File: config.mk
export PLATFORM = sky130hd
export DESIGN_NAME = input_stream_feeder
export DESIGN_NICKNAME = d
export VERILOG_FILES = /design/src/rtl/input_stream_feeder.sv
export SDC_FILE = /design/constraint.sdc
export NUM_CORES = 1
export LEC_CHECK = 0
export ABC_AREA = 1
export CORE_MARGIN = 4
export CORE_UTILIZATION = 40
export DETAILED_ROUTE_END_ITERATION = 7
export GPL_TIMING_DRIVEN = 1
export PLACE_DENSITY = 0.61
export SLEW_MARGIN = 30
export SYNTH_ARGS = -nofsm -noshare
export SYNTH_HDL_FRONTEND = slang
export SYNTH_SLANG_ARGS = --single-unit
File: constraint.sdc
create_clock -name clk -period 2.5 [get_ports clk]
set_input_delay 0.5 -clock clk [delete_from_list [all_inputs] [get_ports clk]]
set_output_delay 0.5 -clock clk [all_outputs]
set_load 0.1 [all_outputs]
File: src/rtl/input_stream_feeder.sv
// Host-side stream source: buffers host words in a small FIFO and replays each
// one as INDEX_AMOUNT contiguous (index, value, enable) beats for the first cell.
module input_stream_feeder #(
  parameter int DATA_WIDTH   = 32,
  parameter int INDEX_AMOUNT = 4,
  parameter int FIFO_DEPTH   = 4
) (
  input  logic                               clk,
  input  logic                               rst_n,
  input  logic [DATA_WIDTH-1:0]              in_value,
  input  logic                               in_valid,
  output logic                               in_ready,
  output logic [DATA_WIDTH-1:0]              output_index,
  output logic [DATA_WIDTH-1:0]              output_value,
  output logic                               output_enable,
  output logic [$clog2(FIFO_DEPTH+1)-1:0]    fifo_count,
  output logic                               busy
);
  localparam int CW = $clog2(FIFO_DEPTH+1);
  localparam int PW = $clog2(FIFO_DEPTH);
  localparam logic [CW-1:0]         DEPTH_C  = CW'(FIFO_DEPTH);
  localparam logic [DATA_WIDTH-1:0] IDX_LAST = DATA_WIDTH'(INDEX_AMOUNT-1);

  localparam logic [0:0] S_IDLE = 1'b0;
  localparam logic [0:0] S_EMIT = 1'b1;

  logic [DATA_WIDTH-1:0] mem [FIFO_DEPTH];
  logic [PW-1:0]         wr_ptr, rd_ptr;
  logic [0:0]            state;
  logic                  push, pop, last_beat, fifo_nonempty;

  // Ready looks only at the registered count, so a same-edge pop never opens
  // a slot early and a full FIFO can never be overwritten.
  assign in_ready      = rst_n && (fifo_count < DEPTH_C);
  assign fifo_nonempty = (fifo_count != '0);
  assign push          = in_valid && in_ready;
  assign last_beat     = (state == S_EMIT) && (output_index == IDX_LAST);
  assign pop           = fifo_nonempty && ((state == S_IDLE) || last_beat);
  assign busy          = (state == S_EMIT) || fifo_nonempty;

  always_ff @(posedge clk) begin
    if (push) mem[wr_ptr] <= in_value;
  end

  always_ff @(posedge clk or negedge rst_n) begin
    if (!rst_n) begin
      wr_ptr     <= '0;
      rd_ptr     <= '0;
      fifo_count <= '0;
    end else begin
      if (push) wr_ptr <= wr_ptr + PW'(1);
      if (pop)  rd_ptr <= rd_ptr + PW'(1);
      fifo_count <= fifo_count + CW'(push) - CW'(pop);
    end
  end

  always_ff @(posedge clk or negedge rst_n) begin
    if (!rst_n) begin
      state         <= S_IDLE;
      output_index  <= '0;
      output_value  <= '0;
      output_enable <= 1'b0;
    end else if (state == S_IDLE) begin
      if (pop) begin
        output_value  <= mem[rd_ptr];
        output_index  <= '0;
        output_enable <= 1'b1;
        state         <= S_EMIT;
      end
    end else begin
      if (last_beat) begin
        output_index <= '0;
        // Chain straight into the next word when one is queued; otherwise
        // drop enable and keep the last value on the bus.
        if (pop) begin
          output_value <= mem[rd_ptr];
        end else begin
          output_enable <= 1'b0;
          state         <= S_IDLE;
        end
      end else begin
        output_index <= output_index + DATA_WIDTH'(1);
      end
    end
  end

  a_count_max: assert property (@(posedge clk) disable iff (!rst_n)
    fifo_count <= DEPTH_C);
  a_no_underflow: assert property (@(posedge clk) disable iff (!rst_n)
    !(pop && fifo_count == '0));
  a_no_overflow: assert property (@(posedge clk) disable iff (!rst_n)
    !(push && !pop && fifo_count == DEPTH_C));

endmodule

# Word level (Yosys, flattened, before mapping)
# Memories as Yosys holds them, arrays and structs flattened.
# Index checks and enable logic that the tools add are counted.
# totals
register_bits	73
ramBits	128
input_bits	35
out_inout_bits	70
wordCells	42
memories	1
# classes
n_addsub	5
magnitude_cmp	1
n_eq_ne	3
muxes	15
bitwise	1
reduce_logical	9
# mem_list
memory	words	word_bits	read_ports	rd_clocked_by_memory_dff	write_ports	line_no	text
mem	4	32	1	0	1	27	logic [DATA_WIDTH-1:0] mem [FIFO_DEPTH];
# ops
operator	count
$mux W32	6
$add A32 B1 Y32 const B	1
$eq A32 B2 Y1 const B	1
$mux W1	9
$add A2 B1 Y2 const B	2
$logic_and A1 B1 Y1	4
$add A3 B1 Y3	1
$lt A3 B3 Y1 const B	1
$reduce_and A3 Y1	1
$reduce_bool A3 Y1	1
$sub A3 B1 Y3	1
$logic_or A1 B1 Y1	2
$ne A2 B1 Y1 const B	1
$ne A2 B2 Y1 const B	1
$reduce_bool A2 Y1	1
$not A1 Y1	1

# Longest topological paths before layout
# Gate-level depths: netlist (run 1).
# depth
word_depth	7
ltp_mapped	16
ltp_nobuf	15

# Worst setup path after synthesis (run 1)
# No wires, ideal clock.
# synth_path
path_kind	reg-to-reg
start	reg fifo_count[2]
end	mem mem[0][0] (enable)
setup_ps	421
arrival_ps	4185
t_required_ps	2079
slack_ps	-2106
path_stages_with_launch	4
path_buffers	0
period_less_slack_ps	4606
path_cell_list	dfrtp_1 nor2_1 nand2_1 nor2_1
# synth_between
elab_chain_cells	5
# synth_rtl
element	line_no	text
from (decl)	16	output logic [$clog2(FIFO_DEPTH+1)-1:0] fifo_count,
from (signal assigned)	53	fifo_count <= fifo_count + CW'(push) - CW'(pop);
$lt A3 B3 Y1	34	assign in_ready = rst_n && (fifo_count < DEPTH_C);
$logic_and A1 B1 Y1	34	
via in_ready	12	output logic in_ready,
$logic_and A1 B1 Y1	36	assign push = in_valid && in_ready;
$mux W1	42	if (push) mem[wr_ptr] <= in_value;
$mux W1 (implied by the code)	42	
to (decl)	27	
# The timed path passes the listed nets, and every way through them passes these cells.

# Worst setup path after layout (run 1)
# layout_path
start	reg output_index[1]
end	reg fifo_count[2]
# layout_between
elab_chain_cells	5
# layout_rtl
element	line_no	text
from (decl)	13	output logic [DATA_WIDTH-1:0] output_index,
from (signal assigned)	82	output_index <= output_index + DATA_WIDTH'(1);
$eq A32 B2 Y1	37	assign last_beat = (state == S_EMIT) && (output_index == IDX_LAST);
$logic_and A1 B1 Y1	37	
$logic_or A1 B1 Y1	38	assign pop = fifo_nonempty && ((state == S_IDLE) || last_beat);
$logic_and A1 B1 Y1	38	
via pop	30	logic push, pop, last_beat, fifo_nonempty;
$sub A3 B1 Y3	53	
# The timed path passes the listed nets, and every way through them passes these cells.
# A chain may end at the register's enable or synchronous reset.

==> impl_metrics.py, run 1 <==
metrics = {
    "logic_synthesis": {
        "ys_types": 26,
        "yosysWarnings": 0,
        "syn-num-nets": 911,
        "syn-cell-area_um2": 8670,
        "postSynthCellCount": 868,
        "synth_largest_area_cell": "edfxtp_1",
        "synth_top_area_share_pct": 44.4,
        "ys_seq_area_share_pct": 65.4,
        "synth-edff-count": 128,
        "synthFlopType": "edfxtp_1",
        "synthTopCellsByArea": "edfxtp_1, dfrtp_1, nand2_1",
        "syn_avg_cell_area_um2": 9.98,
        "async_flop_share_pct": 36.3,
        "ys_ff_latch": 201,
    },
    "worst_setup_path": {
        "reg2reg_to": "fifo_count[2]",
        "worstPathRequired_ns": 2.90,
        "crit_chain": "ha_4 > inv_2 > nor2_1 > nand2_1 > nor2_1 > nand2_1 > o21ai_4 > nand2_2 > inv_2 > ha_4 > inv_2 > ha_4 > inv_2 > fa_1 > xnor2_1",
        "crit_type": "reg -> reg",
        "path_max_fanout": 5,
        "worstPathArrival_ns": 2.70,
        "cp.depth": 15,
        "cp-start-kind": "flop",
        "critical_path.top_delay_family": "adder cells",
        "rr_startpoint": "output_index[1]",
        "reg2regPathDepth": 15,
        "slowest_delay_ns": 0.43,
        "endpoint_kind": "flop",
        "reg2reg_slack_ns": 0.20,
        "crit_top_cell": "inv_2",
        "crit_buf_inv": 4,
        "crit_slowest_cell": "dfrtp_4",
    },
    "clock_tree": {
        "cts_hold_buf": 0,
        "root_buffer": "clkbuf_16",
        "clk_latency_ns": 0.53,
        "cts_resized": 1,
        "cts.htree.levels": 1,
        "path_clk_slew_ns": 0.05,
        "post_cts_buffers": 0,
        "clock_path_buffers": 3,
        "cts_tree": "built",
        "cts_buffers": 24,
        "cts.sinks": 201,
    },
    "global_routing": {
        "antenna_found_initial": 1,
        "grt_use_total_pct": 18.0,
        "grt_pass1_wl_um": 34900,
        "gr-total-overflow": 0,
        "first_global_vias": 6571,
        "grt_max_degree": 67,
    },
    "detailed_routing": {
        "vias": 6459,
        "wl_per_cell_um": 16.8,
        "avgViaCountPerCell": 5.05,
        "wl_um": 21500,
        "drc": 0,
        "drt_iter0_markers": 447,
        "ant_nets": 0,
        "first_pass_iters": 4,
    },
    "layout": {
        "area_growth_syn_to_layout_pct": 25.1,
        "nets": 1028,
        "multi_input_area_um2": 2740,
        "fillers": 1925,
        "layout_commonest_cell": "nand2_1",
        "layoutNonFillerInstCount": 1278,
        "drive_above_1_share_pct": 18.1,
        "layout_common_cells": "nand2_1, nor2_1, edfxtp_1",
        "n_antenna_cell": 0,
        "regArea_um2": 5720,
    },
    "placement": {
        "dpl_worst_slack_ns": 0.194,
        "dp_cells": 1234,
        "io_buffers": 104,
        "hpwl_um": 13700,
        "gp_congestion": 0.917,
    },
    "sta": {
        "finalSetupViolCount": 0,
        "max_freq_ghz": 0.435,
        "hold_viol": 0,
        "rsz0062_at_grt": "no",
        "tns_ns": 0,
        "drv_slew": 0,
        "fin_crit_ns": 2.30,
        "max-slew-margin-rel_pct": 54.4,
        "worst_slew_pin_slew_ns": 0.684,
        "fin_crit_sh_pct": 91.9,
        "fin_ws_ns": 0.202,
        "fin_skew_ns": 0.0207,
    },
    "die": {
        "die_w_um": 155,
        "dieArea_um2": 24100,
        "io_pins": 105,
        "fp.dieH_um": 155,
        "initial_core_util_pct": 41.0,
        "rows": 53,
        "core_area_um2": 21200,
    },
    "job": {
        "max-cap-violations": 0,
    },
    "run_status": {
        "outcome": "complete, no violations",
    },
    "power_and_ir_drop": {
        "cellLeakagePower_nw": 4.24,
        "power_density_nw_per_um2": 1220,
        "vdd_drop_max_v": 0.000946,
    },
    "worst_hold_path": {
        "hp-class": "in -> async",
    },
}
[registers in the layout, indices dropped and copies added (netlist names)]
signal,cells
output_index,32
mem,128
state,1
wr_ptr,2
fifo_count,3
rd_ptr,2
output_value,32
output_enable,1
[cell usage after synthesis (all sizes together), types with 2 or more instances]
cell	count
nand4	2
ha	7
a21oi	2
a21o	4
clkbuf	18
nand2	184
nor3	2
buf	17
o21ai	127
dfrtp	73
xnor2	3
nand3	77
inv	43
edfxtp	128
nor2	169
xor2	9
[worst max-delay path by stage]
| stage | from | endpoint | slack (ns) |
|---|---|---|---|
| CTS | state | busy | 0.15 |
| floorplan | output_index[1] | fifo_count[2] | -0.14 |
| global route | output_index[1] | fifo_count[2] | 0.02 |
| detailed placement | output_index[1] | fifo_count[2] | 0.19 |
| global placement | output_index[1] | fifo_count[1] | 0.19 |
| finish | output_index[1] | fifo_count[2] | 0.20 |
[power by group]
part	internal (W)	switching [W]	total [W]
logic	0.00123	0.00419	0.00542
clock network	0.00194	0.00135	0.00329
registers	0.00411	0.000379	0.00448
total	0.00727	0.00592	0.0132
[area by class of cell]
| cell class | instances | area share (%) |
|---|---|---|
| Multi-Input combinational cell | 589 | 25.3 |
| Clock inverter | 13 | 1.06 |
| Tap cell | 275 | 3.17 |
| Inverter | 43 | 1.49 |
| Clock buffer | 31 | 5.97 |
| Timing Repair Buffer | 126 | 10.3 |
| Sequential cell | 201 | 52.8 |
[logic make-up (layout without fill, tap and decap cells)]
family | count (synthesis) | count (layout) | share of synthesized area [%]
AOI/OAI and AO/OA | 135 | 135 | 8.00
xor gates and xnor gates | 12 | 12 | 1.21
adders and majority gates | 8 | 8 | 1.24
buffers and inverters | 78 | 213 | 4.03
DFF | 201 | 201 | 65.4
and+or+nand+nor | 434 | 434 | 20.1
[routing by layer]
layer	wire length [um]	global-route usage [%]	vias up	part of all wire, %
li1	-	-	3155	-
met1	9090	23.4	3089	42
met2	10500	30.4	173	49
met3	1360	3.81	40	6.3
met4	587	5.84	2	2.7
met5	8	0	-	0.037
[per-stage QoR]
stage          util (%)  cell area (um2)  hold slack, ns  total power, W
2_1_floorplan         -             8800           0.204         0.00860
3_3_place_gp       47.6            10100           0.458         0.00995
3_5_place_dp       47.6            10100           0.460          0.0100
4_1_cts            51.3            10800           0.110          0.0134
5_1_grt            51.3            10800           0.148          0.0139
6_report           51.3            10800           0.110          0.0132
(Power assumes the default switching activity.)
==> inputs of run 2 (changes only) <==
Settings changed: ABC_AREA 1 to default, PLACE_DENSITY 0.61 to 0.59.
Clock period 2.5 ns to 2.4 ns, I/O delays scaled along.
==> run 2 against run 1 <==
Largest power group unchanged. The flow now finishes with violations (negative setup slack). Fmax fell by 7.6%. Synthesized cell count shrank 43%. Die area shrank 2.6%. Register-to-register slack worse by 0.29 ns. Utilization is 1.4 points higher. Synthesized area decreased by 2.7%. Global-route usage down 2.1 points. Count of clock-buffer cells in the layout increased by 1.
==> impl_metrics.py, run 2 <==
metrics = {
    "global_routing": {
        "grt_use_total_pct": 15.9,
        "grt_pass1_wl_um": 30200,
        "first_global_vias": 5381,
        "gr-total-overflow": 0,
        "grt_max_degree": 47,
        "antenna_found_initial": 0,
    },
    "logic_synthesis": {
        "postSynthCellCount": 492,
        "ys_ff_latch": 201,
        "syn-num-nets": 535,
        "async_flop_share_pct": 36.3,
        "ys_types": 56,
        "syn_avg_cell_area_um2": 17.1,
        "synthFlopType": "edfxtp_1",
        "synth_top_area_share_pct": 45.6,
        "yosysWarnings": 0,
        "syn-cell-area_um2": 8430,
        "ys_top_cells_by_count": "edfxtp_1, dfrtp_1, mux2_4",
        "synth.most_common_cell": "edfxtp_1",
        "ys_seq_area_share_pct": 67.3,
        "synthTopCellsByArea": "edfxtp_1, dfrtp_1, mux4_1",
        "synth_largest_area_cell": "edfxtp_1",
        "synth-edff-count": 128,
    },
    "detailed_routing": {
        "avgViaCountPerCell": 5.27,
        "wl_um": 18700,
        "wl_per_cell_um": 19.7,
        "drt_iter0_markers": 276,
        "vias": 4987,
        "ant_nets": 0,
        "drc": 0,
        "first_pass_iters": 5,
    },
    "die": {
        "dieArea_um2": 23500,
        "io_pins": 105,
        "fp.dieH_um": 153,
        "initial_core_util_pct": 41.1,
        "die_w_um": 153,
        "rows": 52,
        "core_area_um2": 20500,
    },
    "sta": {
        "max_freq_ghz": 0.402,
        "hold_viol": 0,
        "drv_slew": 0,
        "fin_ws_ns": -0.0867,
        "tns_ns": -0.0867,
        "fin_crit_sh_pct": 104,
        "rsz0062_at_grt": "yes",
        "fin_skew_ns": 0.0124,
        "fin_crit_ns": 2.49,
        "finalSetupViolCount": 1,
        "max-slew-margin-rel_pct": 60.2,
        "worst_slew_pin_slew_ns": 0.597,
    },
    "layout": {
        "reg_top3": "mem: 128 flops, output_index: 32 flops, output_value: 32 flops",
        "n_antenna_cell": 0,
        "fin_area_um2": 10800,
        "area_growth_syn_to_layout_pct": 28.0,
        "fillers": 1670,
        "drive_above_1_share_pct": 40.9,
        "layout_common_cells": "buf_4, edfxtp_1, dfrtp_1",
        "nets": 704,
        "regMostFlops": "mem",
        "largest_reg_flops": 128,
        "layout_commonest_cell": "buf_4",
    },
    "clock_tree": {
        "clock_path_buffers": 3,
        "cts_buffers": 22,
        "root_buffer": "clkbuf_16",
        "cts_tree": "built",
        "clk_latency_ns": 0.49,
        "path_clk_slew_ns": 0.06,
        "cts.sinks": 201,
        "cts.htree.levels": 1,
    },
    "placement": {
        "io_buffers": 104,
        "gp_congestion": 0.829,
        "hpwl_um": 12300,
        "place_area_um2": 10100,
    },
    "worst_setup_path": {
        "worstPathRequired_ns": 2.77,
        "cp-start-kind": "flop",
        "path_max_fanout": 2,
        "worstPathArrival_ns": 2.86,
        "crit_type": "reg -> reg",
        "endpoint_kind": "flop",
    },
    "run_status": {
        "violations": "negative setup slack",
        "outcome": "finished, violations left",
    },
    "power_and_ir_drop": {
        "vdd_drop_max_v": 0.000673,
        "power_w": 0.0142,
        "cellLeakagePower_nw": 4.22,
        "power_density_nw_per_um2": 1310,
    },
    "worst_hold_path": {
        "hp-class": "in -> async",
    },
    "job": {
        "max-cap-violations": 0,
    },
}
==> run 2: changes by cell type in the layout (fill, tap and decap cells not counted), moves of 8 or more <==
| cell | before | now |
|---|---|---|
| mux4_2 | 0 | 14 |
| a31oi_1 | 0 | 13 |
| mux4_1 | 0 | 18 |
| nand3_1 | 77 | 18 |
| o21ai_0 | 116 | 13 |
| nand2_1 | 181 | 22 |
| mux2_4 | 0 | 28 |
| inv_1 | 36 | 12 |
| nor2_1 | 164 | 11 |
| a21oi_1 | 2 | 17 |
| o21ai_1 | 10 | 1 |
| buf_4 | 86 | 131 |
| nand4_1 | 2 | 10 |
==> run 2: metal layers <==
layer | vias to the layer above | global-route usage [%] | share of wire, %
met5 | - | 0 | 0
met1 | 2495 | 21.3 | 42
met2 | 174 | 26.5 | 50
met4 | 0 | 4.29 | 1.9
li1 | 2294 | - | -
met3 | 24 | 3.56 | 6.5
==> run 2: power by group <==
group | internal, W | switching [W]
Sequential | 0.00430 | 0.000450
Clock | 0.00185 | 0.00129
Combinational | 0.00218 | 0.00410
==> run 2: stage by stage <==
stage | std cells | utilization [%] | hold WS, ns | worst slack, ns
final | 947 | 52.6 | 0.0803 | -0.0867
after detailed placement | 905 | 49.0 | 0.497 | -0.139
after floorplan | 492 | - | 0.184 | -0.516
after global placement | 905 | 49.0 | 0.494 | -0.111
after global routing | 947 | 52.6 | 0.100 | -0.207
after CTS | 947 | 52.5 | 0.0900 | -0.116
==> run 2: timing repair <==
action / 4_1_cts / 5_1_grt
hold buffers: 0 / 0
setup endpoints to repair: 3 / 17
gates cloned: 0 / 0
buffers inserted: 2 / 0
pin swaps: 4 / 2
resized for setup: 4 / 4
==> run 2: cell type report <==
type / count / area (um2) / share of cell area, %
Clock inverter: 8 / 41.3 / 0.383
Tap cell: 270 / 338 / 3.13
Clock buffer: 32 / 639 / 5.93
Timing Repair Buffer: 169 / 1400 / 13.0
Multi-Input combinational cell: 252 / 2580 / 23.9
Inverter: 15 / 56.3 / 0.522
Sequential cell: 201 / 5720 / 53.1
==> run 2: critical path: stages (launching register included) <==
cell and delay [ns]:
dfrtp_2 0.42, nor4_4 0.28, buf_4 0.15, nand4_1 0.13, o21a_2 0.28, nor2_8 0.10
ha_4 0.20, inv_2 0.06, ha_4 0.11, inv_2 0.03, fa_2 0.35, xnor2_2 0.14
xnor2_1 0.13
==> run 2: worst paths after layout <==
path | slack, ns | cells past startpoint | end | start
min reg2reg | 0.51 | 1 | output_value[0] | output_value[0]
max in group asynchronous | 1.29 | 3 | output_index[0] | rst_n
min in group clk | 0.51 | 1 | output_value[0] | output_value[0]
max reg2reg | -0.09 | 12 | fifo_count[2] | output_index[13]
min | 0.08 | 2 | output_value[1] | rst_n
max | -0.09 | 12 | fifo_count[2] | output_index[13]
==> run 2: cells by family after synthesis <==
logic type	after synthesis	synth area share (%)
AO/OA/AOI/OAI	67	5.06
XOR/XNOR	5	0.520
adder cells (fa/ha/maj)	8	1.28
buffers and inverters	39	3.27
flip-flops	201	67.3
multiplexers	66	15.1
AND/OR/NAND/NOR	106	7.48
==> inputs of run 3 (changes only) <==
Settings changed: CORE_UTILIZATION 40 to 35, GPL_TIMING_DRIVEN 1 to 0, PLACE_DENSITY 0.59 to 0.53.
==> run 3 against run 2 <==
The run still ends with negative setup slack left. Clock power up 12%. Setup slack lost 0.065 ns. Count of clock-buffer cells in the layout grew 1. Combinational power rose by 3%. Utilization shrank 6.0 points. Final area rose by 2.1%. Critical path depth decreased by 1. Sequential power fell by 3%. Final cell count rose by 3.5%. Non-clock buffer count is 18 lower. Critical endpoint unchanged.
==> impl_metrics.py, run 3 (synthesized netlist as in run 2, its figures left out) <==
metrics = {
    "sta": {
        "drv_slew": 0,
        "hold_viol": 0,
        "fin_ws_ns": -0.152,
        "fin_crit_ns": 2.55,
        "tns_ns": -0.220,
        "rsz0062_at_grt": "yes",
        "fin_crit_sh_pct": 106,
        "worst_slew_pin_slew_ns": 1.01,
        "finalSetupViolCount": 2,
        "holdWs_ns": 0.0650,
        "max_freq_ghz": 0.392,
        "max-slew-margin-rel_pct": 33.1,
        "fin_skew_ns": 0.00703,
    },
    "detailed_routing": {
        "wl_um": 18800,
        "drc": 0,
        "wl_per_cell_um": 19.2,
        "ant_nets": 0,
        "avgViaCountPerCell": 5.00,
        "drt_iter0_markers": 273,
        "vias": 4902,
        "first_pass_iters": 4,
    },
    "layout": {
        "regArea_um2": 5720,
        "fin_area_um2": 11000,
        "drive_above_1_share_pct": 29.8,
        "fin_util_pct": 46.6,
        "nets": 687,
        "layout_common_cells": "edfxtp_1, dlygate4sd2_1, dfrtp_1",
        "largest_reg_flops": 128,
        "regMostFlops": "mem",
        "area_growth_syn_to_layout_pct": 30.6,
        "n_antenna_cell": 0,
        "multi_input_area_um2": 2640,
        "fillers": 2086,
        "layout_commonest_cell": "edfxtp_1",
        "reg_top3": "mem: 128 flops, output_index: 32 flops, output_value: 32 flops",
    },
    "die": {
        "core_area_um2": 23600,
        "rows": 56,
        "fp.dieH_um": 163,
        "initial_core_util_pct": 35.7,
        "dieArea_um2": 26600,
        "io_pins": 105,
        "die_w_um": 163,
    },
    "global_routing": {
        "grt_max_degree": 50,
        "gr-total-overflow": 0,
        "grt_pass1_wl_um": 29900,
        "grt_use_total_pct": 14.3,
        "antenna_found_initial": 1,
        "first_global_vias": 5364,
    },
    "clock_tree": {
        "cts.htree.levels": 1,
        "cts.sinks": 201,
        "cts_buffers": 23,
        "path_clk_slew_ns": 0.06,
        "root_buffer": "clkbuf_16",
        "clock_path_buffers": 3,
        "clk_latency_ns": 0.50,
        "cts_tree": "built",
    },
    "worst_setup_path": {
        "endpoint_kind": "flop",
        "worstPathRequired_ns": 2.81,
        "worstPathArrival_ns": 2.97,
        "reg2reg_slack_ns": -0.15,
        "crit_type": "reg -> reg",
        "path_max_fanout": 4,
        "cp-start-kind": "flop",
    },
    "power_and_ir_drop": {
        "switching_share_pct": 40.6,
        "power_w": 0.0146,
        "vdd_drop_max_v": 0.000885,
        "power_frac_seq_pct": 31.7,
        "cellLeakagePower_nw": 4.29,
        "p_int_w": 0.00868,
        "power_density_nw_per_um2": 1330,
        "pwr-share-comb_pct": 44.1,
        "p_sw_w": 0.00593,
        "power.share.clock_pct": 24.2,
    },
    "run_status": {
        "violations": "negative setup slack",
        "outcome": "finished, violations left",
    },
    "placement": {
        "place_area_um2": 10000,
        "io_buffers": 104,
        "gp_congestion": 0.801,
        "hpwl_um": 11700,
    },
    "job": {
        "max-cap-violations": 0,
    },
    "worst_hold_path": {
        "hp-class": "in -> async",
    },
}
## run 3: final timing paths
check                                 start  cells past startpoint          endpoint
setup / recovery           output_index[31]                     11     fifo_count[2]
hold / removal                        rst_n                      3   output_value[6]
setup reg to reg           output_index[31]                     11     fifo_count[2]
hold reg to reg            output_index[30]                      1  output_index[30]
max in group asynchronous             rst_n                      4  output_value[27]
min in group clk           output_index[30]                      1  output_index[30]
## run 3: what timing repair did
action                                 in CTS  in global routing
setup endpoints to repair                  69                  4
gates cloned                                0                  0
hold buffers                                4                  0
setup buffers                              15                  5
pin swaps                                   5                  7
resized for setup                          93                  9
endpoints found under the hold margin      24                  0
## run 3: power by group through the flow
stage	registers, W	clock network [W]	logic [W]
finish	0.00463	0.00353	0.00645
floorplan	0.00720	0	0.00252
detailed placement	0.00474	0	0.00651
global route	0.00470	0.00378	0.00678
global placement	0.00474	0	0.00648
CTS	0.00466	0.00362	0.00650
## run 3: layout make-up
cell class,count,share of cell area (%)
buffer,22,1.88
clock buffer,33,5.93
clock inverter,9,1.13
inverter,15,0.511
multi-input combinational,252,23.9
sequential,201,52.0
tap,319,3.63
timing repair buffer,129,11.0
## run 3: critical path, cell delays in order, from the launching register on
cell and delay [ns]:
dfrtp_2 0.43, nor4_4 0.30, nand4_1 0.23, o21a_2 0.31
nor2_8 0.12, ha_4 0.21, inv_2 0.06, ha_4 0.11
inv_2 0.03, fa_2 0.34, xnor2_2 0.18, xnor2_1 0.13
## run 3: through the flow
stage | setup WS [ns] | cells
2_1_floorplan | -0.516 | 492
3_3_place_gp | -3.76 | 915
3_5_place_dp | -0.626 | 916
4_1_cts | -0.244 | 977
5_1_grt | -0.243 | 980
6_report | -0.152 | 980
## run 3: per-layer routing
metal	track usage, %	wire, um
met2	24.3	9350
met1	18.0	7760
met4	4.38	468
met5	0	20
met3	3.89	1230
